**src/rtl/conv_encoder_tx.sv**
```systemverilog
// conv_encoder_tx: rate-1/2 feed-forward convolutional encoder with a zero tail.
// One info bit per handshake becomes two serial symbols (G0 then G1) on
// consecutive clocks. After the frame's last bit, K-1 zero bits are flushed so
// the decoder trellis finishes in state 0.
module conv_encoder_tx #(
    parameter int           K  = 3,
    parameter logic [K-1:0] G0 = 3'b111,
    parameter logic [K-1:0] G1 = 3'b101
) (
    input  logic clk,
    input  logic rst,        // asynchronous, active-low
    input  logic din,
    input  logic din_valid,
    input  logic din_last,
    output logic din_ready,
    output logic y,
    output logic y_valid,
    output logic c,
    output logic y_sof,
    output logic y_eof,
    output logic busy
);

    localparam int TAIL = K - 1;
    localparam int CW   = (TAIL > 1) ? $clog2(TAIL) : 1;
    localparam logic [CW-1:0] TAIL_LAST = CW'(TAIL - 1);

    typedef enum logic [2:0] {
        IDLE  = 3'd0,
        SYM0  = 3'd1,
        SYM1  = 3'd2,
        WAIT  = 3'd3,
        TAIL0 = 3'd4,
        TAIL1 = 3'd5
    } state_t;

    state_t          state_reg, state_next;
    logic [K-2:0]    sr_reg;            // previous K-1 bits, newest at MSB
    logic            p0_reg, p1_reg;    // symbols of the bit being emitted
    logic            tail_pending_reg;  // last bit accepted, tail follows
    logic [CW-1:0]   tail_cnt_reg;
    logic            sof_reg;           // current pair starts the frame

    logic            accept;
    logic            encode;
    logic            bit_in;
    logic [K-1:0]    w;
    logic [K-1:0]    tap0, tap1;
    logic            p0, p1;

    assign accept = din_valid && din_ready;
    // Tail bits are encoded as zeros; only a real handshake injects din.
    assign bit_in = accept ? din : 1'b0;
    assign encode = accept || (state_next == TAIL0);
    assign w      = {bit_in, sr_reg};

    genvar gi;
    generate
        for (gi = 0; gi < K; gi++) begin : g_tap
            assign tap0[gi] = w[gi] & G0[gi];
            assign tap1[gi] = w[gi] & G1[gi];
        end
    endgenerate

    assign p0 = ^tap0;
    assign p1 = ^tap1;

    // State register
    always_ff @(posedge clk or negedge rst) begin
        if (!rst) begin
            state_reg <= IDLE;
        end else begin
            state_reg <= state_next;
        end
    end

    // Next-state logic
    always_comb begin
        state_next = state_reg;
        case (state_reg)
            IDLE:    if (accept) state_next = SYM0;
            SYM0:    state_next = SYM1;
            SYM1: begin
                if (tail_pending_reg)  state_next = TAIL0;
                else if (accept)       state_next = SYM0;
                else                   state_next = WAIT;
            end
            WAIT:    if (accept) state_next = SYM0;
            TAIL0:   state_next = TAIL1;
            TAIL1: begin
                if (tail_cnt_reg < TAIL_LAST) state_next = TAIL0;
                else                          state_next = IDLE;
            end
            default: state_next = IDLE;
        endcase
    end

    // Encoder datapath: latch the symbol pair and advance the shift register
    always_ff @(posedge clk or negedge rst) begin
        if (!rst) begin
            sr_reg           <= '0;
            p0_reg           <= 1'b0;
            p1_reg           <= 1'b0;
            tail_pending_reg <= 1'b0;
            tail_cnt_reg     <= '0;
            sof_reg          <= 1'b0;
        end else begin
            if (encode) begin
                p0_reg <= p0;
                p1_reg <= p1;
                sr_reg <= {bit_in, sr_reg[K-2:1]};
            end else if (state_next == IDLE) begin
                sr_reg <= '0;
            end

            if (accept && din_last) begin
                tail_pending_reg <= 1'b1;
            end else if (state_next == IDLE) begin
                tail_pending_reg <= 1'b0;
            end

            if (state_reg == TAIL1 && state_next == TAIL0) begin
                tail_cnt_reg <= tail_cnt_reg + CW'(1);
            end else if (state_next == IDLE) begin
                tail_cnt_reg <= '0;
            end

            if (accept) begin
                sof_reg <= (state_reg == IDLE);
            end
        end
    end

    // Output decode from state and latched symbols
    always_comb begin
        din_ready = (state_reg == IDLE) || (state_reg == WAIT) ||
                    ((state_reg == SYM1) && !tail_pending_reg);
        busy      = (state_reg != IDLE);
        y         = 1'b0;
        y_valid   = 1'b0;
        c         = 1'b0;
        y_sof     = 1'b0;
        y_eof     = 1'b0;
        case (state_reg)
            SYM0: begin
                y       = p0_reg;
                y_valid = 1'b1;
                y_sof   = sof_reg;
            end
            SYM1: begin
                y       = p1_reg;
                y_valid = 1'b1;
                c       = 1'b1;
            end
            TAIL0: begin
                y       = p0_reg;
                y_valid = 1'b1;
            end
            TAIL1: begin
                y       = p1_reg;
                y_valid = 1'b1;
                c       = 1'b1;
                y_eof   = (tail_cnt_reg == TAIL_LAST);
            end
            default: begin
                y_valid = 1'b0;
            end
        endcase
    end

endmodule
```
**config.mk**
```make
export PLATFORM = sky130hd
export DESIGN_NAME = conv_encoder_tx
export DESIGN_NICKNAME = d
export VERILOG_FILES = /design/src/rtl/conv_encoder_tx.sv
export SDC_FILE = /design/constraint.sdc
export NUM_CORES = 1
export LEC_CHECK = 0
export CAP_MARGIN = 20
export CELL_PAD_IN_SITES_DETAIL_PLACEMENT = 1
export CELL_PAD_IN_SITES_GLOBAL_PLACEMENT = 1
export CORE_MARGIN = 8
export CORE_UTILIZATION = 31
export CTS_BUF_LIST = sky130_fd_sc_hd__clkbuf_4 sky130_fd_sc_hd__clkbuf_8
export CTS_CLUSTER_SIZE = 25
export DETAILED_ROUTE_END_ITERATION = 6
export HOLD_SLACK_MARGIN = 0.02
export PLACE_DENSITY = 0.73
export SETUP_SLACK_MARGIN = 0.3
export SLEW_MARGIN = 10
export SYNTH_ARGS = -nofsm -noshare
export SYNTH_HDL_FRONTEND = slang
export SYNTH_SLANG_ARGS = --single-unit
```
**constraint.sdc**
```tcl
create_clock -name clk -period 3.64 [get_ports clk]
set_input_delay 0.546 -clock clk [delete_from_list [all_inputs] [get_ports clk]]
set_output_delay 0.546 -clock clk [all_outputs]
set_load 0.01 [all_outputs]
```
==> out/qor.yml, run 1 <==
route:
  drc: 0
  wl_mm: 1.66
  vias_per_cell: 5.30
  drtIter0Drc: 6
  num_vias: 557
  drtAntennaViolNets: 0
  wl_per_cell_um: 15.8
  drtPass1Iterations: 4
setup_path:
  end_kind: "output pin"
  critPathArrivalTime_ns: 2.13
  crit_fanout: 18
  timing_worst_setup_path_type: "reg2out"
  critPathLaunchType: "flip-flop"
  cp_cell_sequence: "nor2b_1 -> nor3_1 -> clkdlybuf4s50_1"
  worstPathRequired_ns: 3.09
  crit_slowest_cell: "dfrtp_1"
  r2r_setup_slack_ns: 1.73
  cpPeakStageDelay_ns: 0.69
synthesis:
  synth_xor_area_frac: 0.0545
  synth_area_leaders: "dfrtp_1 (39%), xnor2_1 (4.1%), nor4_4 (3.3%)"
  yosysTopAreaCell: "dfrtp_1"
  synth_adder_area_share: 0
  synth-main-ff-cell: "dfrtp_1"
  synth_compound_area_frac: 0.200
  synthMuxAreaShare: 0.0720
  syn_nets: 75
  synth_top_family_by_area: "simple AND/OR/NAND/NOR gates"
  synth_top_cell_area_share: 0.389
  syn_area_per_cell_um2: 9.19
  synth_area_um2: 643
  ys_seq_area_frac: 0.389
  synth_edf_count: 0
  synthCells: 70
  ys_seq_elements: 10
  yosys_warnings: 0
  async_flop_share: 1.00
  synth_cell_type_count: 33
  synth-simple-area-share: 0.212
finish:
  largest_reg_flops: 3
  layout_commonest_cell: "clkdlybuf4s50_1"
  final_cells: 105
  drive_gt1_frac: 0.0897
  area_growth_syn_to_layout_pct: 21.0
  fin_nets: 85
  regArea_um2: 250
  multiInputGateArea_um2: 347
  fillers: 251
  most-common-layout-cells: "clkdlybuf4s50_1 (11), dfrtp_1 (10), nor2_1 (5), nand2_1 (5)"
  n_antenna_cell: 0
clocking:
  cts_buffers: 3
  cts_sinks: 10
  path_clk_slew_ns: 0.06
  htree_levels: 1
  cts-root-buf: "clkbuf_4"
  clock_path_buffers: 2
  cts_resized: 0
  cts_hold_buf: 0
  cts_setup_buffers: 0
  cts_tree: "built"
  clock_latency_ns: 0.27
timing:
  timing.fmax_mhz: 373
  finalSetupTns_ns: 0
  slew_violations: 0
  finalSetupViolCount: 0
  worst_pin_slew_ns: 0.588
  hold_viol_final: 0
  slew_headroom: 0.608
  clock_skew_ns: 0.00431
  rsz0062_at_grt: "false"
  period_minus_slack_ns: 2.68
  finalCritPeriodShare: 0.736
pwr:
  finalPower_mw: 0.723
  p_leak_nw: 0.336
  powerDensity_mw_per_mm2: 929
  irDropWorstVdd_v: 0.000360
floorplan:
  io_pins: 12
  die_w_um: 61.5
  row_count: 16
  die_height_um: 61.5
  initial_core_util: 0.328
  core-area_mm2: 0.00196
  dieArea_mm2: 0.00379
grt:
  grt_pass1_wl_mm: 2.84
  grt_overflow: 0
  antenna_found_initial: 0
  first_global_vias: 560
  grt_start_max_net_pins: 19
  gr-usage-all-layers: 0.105
min_path:
  hold_path_class: "reg2reg"
placed_design:
  placement.io_buffers: 11
  dpl.hpwl_mm: 1.18
  gp_congestion: 0.743
  place_inst: 102
run_status:
  status: "finished, final reports clean"
run:
  drv_cap: 0
stage by stage:
| stage | util | setup slack [ns] | hold WS, ns | instance area [um2] |
|---|---|---|---|---|
| after global placement | 0.385 | 1.29 | 0.506 | 756 |
| after global routing | 0.397 | 0.805 | 0.561 | 778 |
| after floorplan | - | 1.81 | 0.250 | 643 |
| after detailed placement | 0.385 | 1.27 | 0.519 | 756 |
| after CTS | 0.397 | 0.982 | 0.531 | 778 |
| final | 0.397 | 0.962 | 0.527 | 778 |
worst max-delay path, delay by kind of cell (launching register included):
kind | cells | cell delay (ns)
simple gates | 2 | 0.57
buf+inv | 1 | 0.61
flops | 1 | 0.69
where the power goes:
part           internal [mW]  switching (mW)  total (mW)
registers              0.158          0.0971       0.255
logic                  0.213           0.178       0.391
clock network         0.0383          0.0390      0.0773
total                  0.409           0.314       0.723
area by class of cell:
cell class,count,area share
multi-input cells,50,0.445
clock buffers,3,0.0289
repair buffers,11,0.141
flip-flops and latches,10,0.322
well taps,27,0.0434
inverters,4,0.0193
metal layers:
layer | GRT usage | part of all wire | up-vias
met2 | 0.154 | 0.46 | 13
li1 | - | - | 264
met4 | 0.0584 | 0.023 | 0
met3 | 0.0397 | 0.045 | 5
met1 | 0.129 | 0.47 | 275
met5 | 0 | 0 | -
worst paths after layout:
check / depth (start not counted) / endpoint / startpoint
max in group asynchronous: 1 / state_reg[1] / rst
hold / removal: 2 / sof_reg / sof_reg
hold reg to reg: 2 / sof_reg / sof_reg
setup / recovery: 3 / din_ready / state_reg[1]
setup reg to reg: 4 / p1_reg / state_reg[1]
min in group asynchronous: 1 / state_reg[2] / rst
synth_stat cells, types with 2 or more instances:
cell	count
dfrtp_1	10
inv_1	4
mux2i_1	2
nand2_1	5
a21o_1	2
xnor2_1	3
o21ai_0	4
o31ai_1	2
and3_1	2
a21oi_1	3
nand2b_1	3
nor2_1	5
nand3_1	2
clkbuf_1	4
logic make-up after synthesis:
family / after synthesis
simple gates: 23
compound gates: 19
flops: 10
buf+inv: 10
xor+xnor: 4
mux: 4
Note: power is estimated with default switching activity, not from simulation.
==> inputs of run 2 (changes only) <==
Clock period 3.64 ns to 2.55 ns, I/O delays scaled along.
==> out/qor.yml, run 2 (synthesis results as in run 1) <==
finish:
  fin_nets: 86
  most-common-layout-cells: "clkdlybuf4s50_1 (10), dfrtp_1 (8), nor2_1 (5), nand2_1 (5)"
  fillers: 254
  layout_commonest_cell: "clkdlybuf4s50_1"
  regArea_um2: 255
  drive_gt1_frac: 0.152
  n_antenna_cell: 0
  postLayoutCoreUtil: 0.409
  multiInputGateArea_um2: 359
  area_growth_syn_to_layout_pct: 24.7
  largest_reg_flops: 3
timing:
  timing.hold.ws_ns: 0.443
  slew_violations: 0
  slew_headroom: 0.680
  setup_ws_ns: 0.335
  period_minus_slack_ns: 2.21
  finalSetupTns_ns: 0
  hold_viol_final: 0
  rsz0062_at_grt: "true"
  timing.fmax_mhz: 452
  worst_pin_slew_ns: 0.479
  finalCritPeriodShare: 0.868
  finalSetupViolCount: 0
  clock_skew_ns: 0.000838
setup_path:
  ff2ff_path_depth: 5
  critPathArrivalTime_ns: 1.83
  crit-reg2reg-capture: "p1_reg"
  reg2reg_from: "state_reg[1]"
  timing_worst_setup_path_type: "reg2out"
  crit_slowest_cell: "dfrtp_4"
  cp.buffers_inverters: 1
  worstPathRequired_ns: 2.17
  cp_top_family: "flip-flops"
  critPathLaunchType: "flip-flop"
  r2r_setup_slack_ns: 0.74
  end_kind: "output pin"
  cpPeakStageDelay_ns: 0.58
  crit_fanout: 18
  cp_cell_sequence: "mux2i_1 -> nor2_1 -> a31oi_1 -> o21ai_0 -> clkdlybuf4s50_1"
  cp-startpoint: "state_reg[2]"
route:
  wl_per_cell_um: 14.7
  drc: 0
  drtPass1Iterations: 2
  drtIter0Drc: 14
  wl_mm: 1.55
  drtAntennaViolNets: 0
  vias_per_cell: 5.02
  num_vias: 532
grt:
  first_global_vias: 529
  gr-usage-all-layers: 0.0910
  antenna_found_initial: 0
  grt_overflow: 0
  grt_pass1_wl_mm: 2.52
  grt_start_max_net_pins: 19
pwr:
  finalPower_mw: 1.05
  p_leak_nw: 0.348
  powerDensity_mw_per_mm2: 1310
  p_switching_mw: 0.448
  seqPwrFrac: 0.335
  irDropWorstVdd_v: 0.000450
  internal_power_mw: 0.605
  p_clk_frac: 0.102
  switching_share: 0.425
  p_comb_frac: 0.562
floorplan:
  dieArea_mm2: 0.00379
  die_height_um: 61.5
  row_count: 16
  initial_core_util: 0.328
  die_w_um: 61.5
  core-area_mm2: 0.00196
  io_pins: 12
placed_design:
  dpl.hpwl_mm: 1.14
  dp_slack_ns: 0.393
  gp_congestion: 0.757
  placement.io_buffers: 11
clocking:
  clock_latency_ns: 0.26
  cts_buffers: 3
  htree_levels: 1
  cts_tree: "built"
  cts_hold_buf: 0
  cts_setup_buffers: 0
  cts_sinks: 10
  clock_path_buffers: 2
  path_clk_slew_ns: 0.06
  cts-root-buf: "clkbuf_4"
run_status:
  status: "finished, final reports clean"
run:
  drv_cap: 0
min_path:
  hold_path_class: "in2async"
run 2: cell count changes in the layout (fill, tap and decap cells not counted), sizes merged:
cell / before / now
buf: 0 / 1
dlygate4sd2: 0 / 1
clkdlybuf4s50: 11 / 10
run 2: worst reg2reg max path: stages (launching register included):
cell     delay [ns]
dfrtp_1        0.47
buf_4          0.23
a21oi_1        0.08
o21a_1         0.17
o21ai_0        0.35
mux2_2         0.39
run 2: layout make-up:
type,instances,share of cell area
clock buffer,3,0.0281
inverter,4,0.0187
multi-input combinational,50,0.448
sequential,10,0.318
tap,27,0.0421
timing repair buffer,12,0.145
run 2: through the flow:
stage               cells  instance area (um2)
CTS                   106                  795
detailed placement    103                  763
global placement      103                  763
global route          106                  802
finish                106                  802
floorplan              70                  643
run 2: per-layer routing:
| layer | global-route usage | part of all wire | vias up |
|---|---|---|---|
| li1 | - | - | 267 |
| met1 | 0.116 | 0.47 | 253 |
| met2 | 0.131 | 0.45 | 10 |
| met3 | 0.0355 | 0.064 | 2 |
| met4 | 0.0390 | 0.014 | 0 |
| met5 | 0 | 0 | - |
run 2: power groups by stage:
stage | sequential (mW) | combinational [mW] | clock [mW]
global placement | 0.342 | 0.581 | 0
CTS | 0.346 | 0.597 | 0.115
detailed placement | 0.343 | 0.590 | 0
global route | 0.370 | 0.653 | 0.122
finish | 0.353 | 0.592 | 0.108
floorplan | 0.266 | 0.462 | 0
run 2: worst max path at each step:
| stage | to | depth (start not counted) |
|---|---|---|
| floorplan | y | 4 |
| global placement | y_sof | 3 |
| detailed placement | p1_reg | 5 |
| CTS | y | 5 |
| global route | y | 5 |
| finish | y | 5 |
run 2: timing repair:
item	in CTS	in global routing
gates cloned	0	0
setup endpoints to repair	5	3
resized for setup	5	2
==> inputs of run 3 (changes only) <==
==> constraint.sdc (replaced) <==
create_clock -name clk -period 2.55 [get_ports clk]
set_input_delay 0.255 -clock clk [delete_from_list [all_inputs] [get_ports clk]]
set_output_delay 0.255 -clock clk [all_outputs]
set_load 0.01 [all_outputs]
==> out/qor.yml, run 3 (synthesis results as in run 1) <==
finish:
  largest_reg_flops: 3
  most-common-layout-cells: "clkdlybuf4s50_1 (11), dfrtp_1 (8), nor2_1 (5), nand2_1 (5), inv_1 (4)"
  n_antenna_cell: 0
  fin_nets: 86
  layout_commonest_cell: "clkdlybuf4s50_1"
  fillers: 252
  postLayoutCoreUtil: 0.410
  drive_gt1_frac: 0.150
  area_growth_syn_to_layout_pct: 25.1
route:
  drtAntennaViolNets: 0
  num_vias: 536
  drtPass1Iterations: 2
  wl_per_cell_um: 14.5
  vias_per_cell: 5.01
  wl_mm: 1.55
  drtIter0Drc: 8
  drc: 0
run_status:
  status: "finished, final reports clean"
clocking:
  cts-root-buf: "clkbuf_4"
  cts_buffers: 3
  htree_levels: 1
  path_clk_slew_ns: 0.08
  cts_sinks: 10
  cts_tree: "built"
  clock_path_buffers: 2
  clock_latency_ns: 0.26
floorplan:
  initial_core_util: 0.328
  die_w_um: 61.5
  core-area_mm2: 0.00196
  io_pins: 12
  row_count: 16
  dieArea_mm2: 0.00379
  die_height_um: 61.5
grt:
  grt_start_max_net_pins: 19
  antenna_found_initial: 0
  first_global_vias: 580
  grt_pass1_wl_mm: 2.68
  grt_overflow: 0
  gr-usage-all-layers: 0.0952
timing:
  timing.fmax_mhz: 471
  hold_viol_final: 0
  finalCritPeriodShare: 0.833
  clock_skew_ns: 0.00495
  slew_violations: 0
  slew_headroom: 0.669
  finalSetupViolCount: 0
  rsz0062_at_grt: "false"
  worst_pin_slew_ns: 0.492
  period_minus_slack_ns: 2.13
  finalSetupTns_ns: 0
placed_design:
  placement.io_buffers: 11
  gp_congestion: 0.751
  dpl.hpwl_mm: 1.21
setup_path:
  end_kind: "output pin"
  worstPathRequired_ns: 2.30
  timing_worst_setup_path_type: "reg2out"
  crit_fanout: 12
  critPathLaunchType: "flip-flop"
  critPathArrivalTime_ns: 1.87
pwr:
  finalPower_mw: 1.08
  irDropWorstVdd_v: 0.000514
  p_leak_nw: 0.347
  powerDensity_mw_per_mm2: 1340
run:
  drv_cap: 0
min_path:
  hold_path_class: "in2async"
-- run 3: changes by cell type in the layout (fill, tap and decap cells not counted), sizes merged --
cell           before  now
clkdlybuf4s50      10   11
dlygate4sd2         1    0
clkbuf              3    4
-- run 3: what timing repair did --
| item | 4_1_cts | 5_1_grt |
|---|---|---|
| endpoints found under the hold margin | 0 | 0 |
| gates cloned | 0 | 0 |
| setup endpoints to repair | 4 | 1 |
| buffers inserted | 0 | 0 |
| hold buffers | 0 | 0 |
| resized for setup | 3 | 1 |
-- run 3: path summary, 6_finish.rpt --
path | from | endpoint | slack, ns | cells after the start
min in group clk | sr_reg[1] | sr_reg[1] | 0.53 | 1
min reg2reg | sr_reg[1] | sr_reg[1] | 0.53 | 1
max in group asynchronous | rst | state_reg[0] | 1.89 | 1
max reg2reg | state_reg[1] | p1_reg | 0.71 | 5
min | rst | tail_cnt_reg | 0.31 | 1
max | state_reg[0] | din_ready | 0.42 | 3
-- run 3: stage by stage --
step                      cells  worst slack, ns  cell area (um2)  hold slack (ns)
after floorplan              70             1.01              643          -0.0406
after global placement      103            0.546              763            0.511
after detailed placement    103            0.485              763            0.520
after CTS                   107            0.368              805            0.330
after global routing        107            0.336              805            0.338
final                       107            0.425              805            0.306
-- run 3: layout make-up --
class                      count  area [um2]  share of cell area
timing repair buffer          12         118               0.146
multi-input combinational     50         349               0.434
clock buffer                   4        36.3              0.0451
inverter                       4        15.0              0.0187
sequential                    10         253               0.314
tap                           27        33.8              0.0420
-- run 3: power by group --
group          leakage, nW  switching (mW)  internal, mW
sequential           0.126           0.116         0.230
combinational        0.200           0.270         0.315
clock               0.0210          0.0594        0.0866
-- run 3: layer usage --
layer / routed length [um] / track usage
met3: 98 / 0.0334
met5: 0 / 0
met2: 731 / 0.155
met4: 8 / 0.0390
met1: 715 / 0.110
-- run 3: critical path, stage by stage (launching register included) --
cell             delay, ns
dfrtp_2               0.48
and3b_4               0.25
nor3_1                0.28
clkdlybuf4s50_1       0.60
